## src/rtl/matrix_scan_param_if.sv

```systemverilog
// Signal bundle between the HUB75 scan controller and the panel/framebuffer side.
// The controller drives addressing and panel strobes and samples enable.
interface matrix_scan_param_if #(
    parameter int COLUMNS   = 64,
    parameter int ROW_BITS  = 4,
    parameter int BIT_DEPTH = 6
);
    localparam int COL_W   = $clog2(COLUMNS);
    localparam int PLANE_W = (BIT_DEPTH > 1) ? $clog2(BIT_DEPTH) : 1;

    logic                enable;
    logic [COL_W-1:0]    column_address;
    logic [ROW_BITS-1:0] row_address;
    logic [ROW_BITS-1:0] row_address_active;
    logic [PLANE_W-1:0]  plane;
    logic [PLANE_W-1:0]  plane_active;
    logic                pixel_req;
    logic                clk_pixel;
    logic                row_latch;
    logic                oe_n;
    logic                frame_start;

    modport master (
        input  enable,
        output column_address, row_address, row_address_active, plane, plane_active,
        output pixel_req, clk_pixel, row_latch, oe_n, frame_start
    );

    modport slave (
        output enable,
        input  column_address, row_address, row_address_active, plane, plane_active,
        input  pixel_req, clk_pixel, row_latch, oe_n, frame_start
    );
endinterface

```

## src/rtl/matrix_scan_param.sv

```systemverilog
// HUB75 scan controller: shifts one row/plane while the previous one is displayed,
// then latches it and runs a binary-weighted OE pulse for the latched plane.
module matrix_scan_param #(
    parameter int COLUMNS      = 64,
    parameter int ROW_BITS     = 4,
    parameter int BIT_DEPTH    = 6,
    parameter int BASE_TICKS   = 23,
    parameter int MIN_OE_TICKS = 1,
    parameter int LATCH_CYCLES = 1
) (
    input logic                 clk_in,
    input logic                 reset,
    matrix_scan_param_if.master bus
);
    localparam int COL_W   = $clog2(COLUMNS);
    localparam int PLANE_W = (BIT_DEPTH > 1) ? $clog2(BIT_DEPTH) : 1;
    localparam int LONGEST = BASE_TICKS << (BIT_DEPTH - 1);
    localparam int MAX_OE  = (LONGEST > MIN_OE_TICKS) ? LONGEST : MIN_OE_TICKS;
    localparam int OE_W    = $clog2(MAX_OE + 1);
    localparam int LATCH_W = $clog2(LATCH_CYCLES + 1);

    typedef enum logic [1:0] {ST_SHIFT, ST_WAIT, ST_LATCH} state_t;

    state_t             state;
    logic [OE_W-1:0]    oe_count;
    logic [LATCH_W-1:0] latch_count;

    // OE timer holds remaining-cycles-minus-one so the pulse is exactly the reload length.
    function automatic logic [OE_W-1:0] oe_reload(input logic [PLANE_W-1:0] p);
        int ticks;
        ticks = BASE_TICKS << p;
        if (ticks < MIN_OE_TICKS) ticks = MIN_OE_TICKS;
        return OE_W'(ticks - 1);
    endfunction

    always_ff @(posedge clk_in or posedge reset) begin
        if (reset) begin
            state                  <= ST_SHIFT;
            oe_count               <= '0;
            latch_count            <= '0;
            bus.column_address     <= COL_W'(COLUMNS - 1);
            bus.row_address        <= '0;
            bus.row_address_active <= '0;
            bus.plane              <= PLANE_W'(BIT_DEPTH - 1);
            bus.plane_active       <= PLANE_W'(BIT_DEPTH - 1);
            bus.pixel_req          <= 1'b0;
            bus.clk_pixel          <= 1'b0;
            bus.row_latch          <= 1'b0;
            bus.oe_n               <= 1'b1;
            bus.frame_start        <= 1'b0;
        end else begin
            bus.frame_start <= 1'b0;

            if (!bus.oe_n) begin
                if (oe_count == '0) bus.oe_n <= 1'b1;
                else oe_count <= oe_count - 1'b1;
            end

            case (state)
                // Phase A (pixel_req) and phase B (clk_pixel) alternate; both low only on the first cycle after reset.
                ST_SHIFT: begin
                    if (bus.pixel_req) begin
                        bus.pixel_req <= 1'b0;
                        bus.clk_pixel <= 1'b1;
                    end else if (bus.clk_pixel) begin
                        bus.clk_pixel <= 1'b0;
                        if (bus.column_address == '0) begin
                            state <= ST_WAIT;
                        end else begin
                            bus.column_address <= bus.column_address - 1'b1;
                            bus.pixel_req      <= 1'b1;
                        end
                    end else begin
                        bus.pixel_req <= 1'b1;
                    end
                end

                ST_WAIT: begin
                    if (bus.oe_n && bus.enable) begin
                        state         <= ST_LATCH;
                        bus.row_latch <= 1'b1;
                        latch_count   <= LATCH_W'(LATCH_CYCLES - 1);
                    end
                end

                ST_LATCH: begin
                    if (latch_count == '0) begin
                        state                  <= ST_SHIFT;
                        bus.row_latch          <= 1'b0;
                        bus.row_address_active <= bus.row_address;
                        bus.plane_active       <= bus.plane;
                        bus.column_address     <= COL_W'(COLUMNS - 1);
                        bus.pixel_req          <= 1'b1;
                        bus.oe_n               <= 1'b0;
                        oe_count               <= oe_reload(bus.plane);
                        bus.frame_start        <= (bus.row_address == '0) &&
                                                  (bus.plane == PLANE_W'(BIT_DEPTH - 1));
                        if (bus.plane == '0) begin
                            bus.plane       <= PLANE_W'(BIT_DEPTH - 1);
                            bus.row_address <= bus.row_address + ROW_BITS'(1);
                        end else begin
                            bus.plane <= bus.plane - 1'b1;
                        end
                    end else begin
                        latch_count <= latch_count - 1'b1;
                    end
                end

                default: state <= ST_SHIFT;
            endcase
        end
    end
endmodule
```

## src/flat_wrapper.sv

```systemverilog
// flat-port wrapper written by rule: the top's interface ports become plain ports
module matrix_scan_param_flat 
#(
    parameter int COLUMNS      = 64,
    parameter int ROW_BITS     = 4,
    parameter int BIT_DEPTH    = 6,
    parameter int BASE_TICKS   = 23,
    parameter int MIN_OE_TICKS = 1,
    parameter int LATCH_CYCLES = 1
)
  (clk_in, reset, bus_enable, bus_column_address, bus_row_address, bus_row_address_active, bus_plane, bus_plane_active, bus_pixel_req, bus_clk_pixel, bus_row_latch, bus_oe_n, bus_frame_start);
  matrix_scan_param_if #(.COLUMNS(COLUMNS), .ROW_BITS(ROW_BITS), .BIT_DEPTH(BIT_DEPTH)) bus_i ();
  input logic clk_in;
  input logic reset;
  input wire logic [$bits(bus_i.enable)-1:0] bus_enable;
  output wire logic [$bits(bus_i.column_address)-1:0] bus_column_address;
  output wire logic [$bits(bus_i.row_address)-1:0] bus_row_address;
  output wire logic [$bits(bus_i.row_address_active)-1:0] bus_row_address_active;
  output wire logic [$bits(bus_i.plane)-1:0] bus_plane;
  output wire logic [$bits(bus_i.plane_active)-1:0] bus_plane_active;
  output wire logic [$bits(bus_i.pixel_req)-1:0] bus_pixel_req;
  output wire logic [$bits(bus_i.clk_pixel)-1:0] bus_clk_pixel;
  output wire logic [$bits(bus_i.row_latch)-1:0] bus_row_latch;
  output wire logic [$bits(bus_i.oe_n)-1:0] bus_oe_n;
  output wire logic [$bits(bus_i.frame_start)-1:0] bus_frame_start;
  assign bus_i.enable = bus_enable;
  assign bus_column_address = bus_i.column_address;
  assign bus_row_address = bus_i.row_address;
  assign bus_row_address_active = bus_i.row_address_active;
  assign bus_plane = bus_i.plane;
  assign bus_plane_active = bus_i.plane_active;
  assign bus_pixel_req = bus_i.pixel_req;
  assign bus_clk_pixel = bus_i.clk_pixel;
  assign bus_row_latch = bus_i.row_latch;
  assign bus_oe_n = bus_i.oe_n;
  assign bus_frame_start = bus_i.frame_start;
  matrix_scan_param #(.COLUMNS(COLUMNS), .ROW_BITS(ROW_BITS), .BIT_DEPTH(BIT_DEPTH), .BASE_TICKS(BASE_TICKS), .MIN_OE_TICKS(MIN_OE_TICKS), .LATCH_CYCLES(LATCH_CYCLES)) u_core (.clk_in(clk_in), .reset(reset), .bus(bus_i));
endmodule
```

## config.mk

```make
export PLATFORM = sky130hd
export DESIGN_NAME = matrix_scan_param_flat
export DESIGN_NICKNAME = d
export VERILOG_FILES = /design/src/rtl/matrix_scan_param_if.sv /design/src/rtl/matrix_scan_param.sv /design/src/flat_wrapper.sv
export SDC_FILE = /design/constraint.sdc
export NUM_CORES = 1
export LEC_CHECK = 0
export CAP_MARGIN = 20
export CORE_MARGIN = 5
export CORE_UTILIZATION = 49
export DETAILED_ROUTE_END_ITERATION = 8
export PLACE_DENSITY_LB_ADDON = 0.08
export SYNTH_ARGS = -nofsm -noshare
export SYNTH_HDL_FRONTEND = slang
export SYNTH_SLANG_ARGS = --single-unit
```

## constraint.sdc

```tcl
create_clock -name clk_in -period 2.15 [get_ports clk_in]
set_clock_uncertainty 0.15 [all_clocks]
set_input_delay 0.5375 -clock clk_in [delete_from_list [all_inputs] [get_ports clk_in]]
set_output_delay 0.5375 -clock clk_in [all_outputs]
set_load 0.03 [all_outputs]
```

==> metrics <==
H-tree lvl count 2; warnings from Yosys 0; worst vdd ir ~0.63 mV; Synth async-reset ratio between 90% and 100%; CP max stage delay 0.71 ns; crit share post-route 98.2%; count of final hold-check violations 0; unrepaired setup endpoints after global routing false; number of global-route vias before repair 1,653; power per cell area between 1500 and 2000 mW/mm2; non-filler cells, final 301; DRT Wirelength 4720 um; Core Box Area roughly 0.0040 mm2; # IOs 28; Seq/Total Area, Yosys a little under half; clock tree buffer depth 2; fill count around 350; GRT Util Overall 18.7%; Synth-to-Final Area Change 24.4%; crit path time final 2.11 ns; Worst EP arrival 1.42 ns; Flop pwr share 34.8%; CTS tree built; CP startpoint kind register; syn_nets 226; initial antenna violation count 0; initial core utilization 50.3%; Num CTS Buffers 5; grt ovf 0; DR iter-0 viols 127; WL/cell between 15 and 20 um; Slew Viols, Final 0; cell breakdown of the critical path clkdlybuf4s50_1; vias 1,727; WHS 0.327 ns; final setup vio count 0; fmax 474 MHz; dpl hpwl 3500 um; Crit path buffers/inverters 1; number of clock sinks 37; setup TNS 0 ns; first-pass GRT wire length 7910 um; CP required 1.46 ns; largest net degree at the start of global routing 20; outcome completed; slowest CP cell clkdlybuf4s50_1; LEAKAGE approximately 1.2 nW; DR vias/cell around 5.7; root buffer cell clkbuf_8; transition time of the tightest slew-check pin 0.487 ns; ant diodes 0; DR pass1 iterations 4; die area 0.00549 mm2; number of flops mapped to enable cells by yosys 0; fin nets 261; Hold/Removal Path Class reg2reg; placed cells 293; Switching Fraction 43.5%; family with the most delay on the worst path buffers and inverters; DRC 0; die extent in x 74.1 um; Max transition margin 67.3%; Clock power frac between 10% and 20%; die height 74.1 um; Avg Cell Area, Syn 9.36 um2; Crit Path Max Fanout 5; num rows 23; Netlist cell types 46; Setup Crit Path Kind reg2out; Clock transition at path regs 0.08 ns; Post-Syn Instances 215; number of I/O port buffers 27; Synth Flop Type dfrtp_1; CP Capture Type primary output; layout cell share with drive strength beyond 1 14.3%; total of max-cap violations 0; leading cell types in the layout, fill and taps excluded dfrtp_1, nand2_1, nor2_1; final core utilization 62.6%; clk_lat worst skew ~0.29 ns; Antenna Violating Nets Remaining 0; internal power 2.14 mW; combinational power share 49.1%; commonest non-fill, non-tap cell in the layout dfrtp_1; #FFs+latches synth 37; synthesized area 0.00201 mm2; net switching power 1.65 mW; GP Congestion about 0.85
## metrics by stage
stage,cell area [um2],total power [mW],setup slack [ns]
floorplan,2030,2.60,0.0249
detailed placement,2390,3.24,0.137
CTS,2490,3.80,0.00231
finish,2500,3.79,0.0387
global route,2500,4.05,0.00722
global placement,2390,3.18,0.193
## metal layers
layer,share of wire [%],vias to the layer above,global-route usage [%]
met5,0,-,0
met4,1.8,0,6.04
met3,4.4,9,4.86
met2,47,45,30.9
met1,46,838,24.1
li1,-,835,-
## power groups by stage
stage | Sequential, mW | Clock [mW] | Combinational (mW)
global route | 1.36 | 0.651 | 2.04
global placement | 1.30 | 0 | 1.88
finish | 1.32 | 0.610 | 1.86
CTS | 1.31 | 0.623 | 1.86
detailed placement | 1.32 | 0 | 1.92
floorplan | 1.58 | 0 | 1.02
## synthesized netlist by cell type (2+ instances only)
cell type,number,area [um2]
a21o_1,2,15.0
a21oi_1,16,80.1
a22oi_1,2,15.0
a2bb2oi_1,4,35.0
a31oi_1,5,31.3
and2_1,2,12.5
clkbuf_1,9,33.8
dfrtp_1,26,651
dfstp_2,11,289
ha_1,8,100
inv_1,13,48.8
mux2i_1,5,50.1
nand2_1,24,90.1
nand2b_1,8,50.1
nand3_1,3,15.0
nand4_1,3,18.8
nor2_1,17,63.8
nor2b_1,2,12.5
nor3_1,3,15.0
nor3b_1,4,30.0
o21ai_0,12,60.1
o41ai_1,2,17.5
or2_2,2,12.5
or3_1,3,18.8
or4b_1,2,20.0
xnor2_1,7,61.3
## sequential cells by signal, summed over array words and instances (netlist names)
signal / flops
u_core.bus.clk_pixel: 1
u_core.bus.column_address: 6
u_core.bus.frame_start: 1
u_core.bus.oe_n: 1
u_core.bus.pixel_req: 1
u_core.bus.plane: 3
u_core.bus.plane_active: 3
u_core.bus.row_address: 4
u_core.bus.row_address_active: 4
u_core.bus.row_latch: 1
u_core.oe_count: 10
u_core.state: 2
## path summary, 6_finish.rpt
check	from	depth (start not counted)	end	slack, ns
worst max-delay path	u_core.bus.clk_pixel	1	bus_clk_pixel	0.04
worst min-delay path	u_core.bus.plane_active[2]	2	u_core.bus.plane_active[2]	0.33
worst max register to register	u_core.bus.column_address[0]	6	u_core.bus.column_address[5]	0.11
worst min register to register	u_core.bus.plane_active[2]	2	u_core.bus.plane_active[2]	0.33
max in group asynchronous	reset	3	u_core.bus.column_address[4]	1.15
min in group asynchronous	reset	3	u_core.state[1]	0.43
## cells by family (layout without fill, tap and decap cells)
group / after synthesis / count (layout) / share of synthesized area, %
DFF: 37 / 37 / 46.7
muxes: 6 / 6 / 3.05
xor gates and xnor gates: 7 / 7 / 3.05
and+or+nand+nor: 79 / 79 / 20.1
AOI/OAI and AO/OA: 55 / 55 / 17.8
buffers and inverters: 23 / 59 / 4.35
adders and majority gates: 8 / 8 / 4.97
## area by class of cell
type,instances,area [um2],share of cell area [%]
Tap cell,50,62.6,2.50
Timing Repair Buffer,38,347,13.8
Clock buffer,5,68.8,2.75
Multi-Input combinational cell,155,993,39.7
Inverter,13,48.8,1.95
Clock inverter,3,43.8,1.75
Sequential cell,37,941,37.6
## repair_timing
item | CTS | global route
resized for setup | 11 | 4
setup buffers | 0 | 0
setup endpoints to repair | 11 | 5
hold buffers | 0 | 0
No activity file was read; power rests on OpenSTA's default activity.
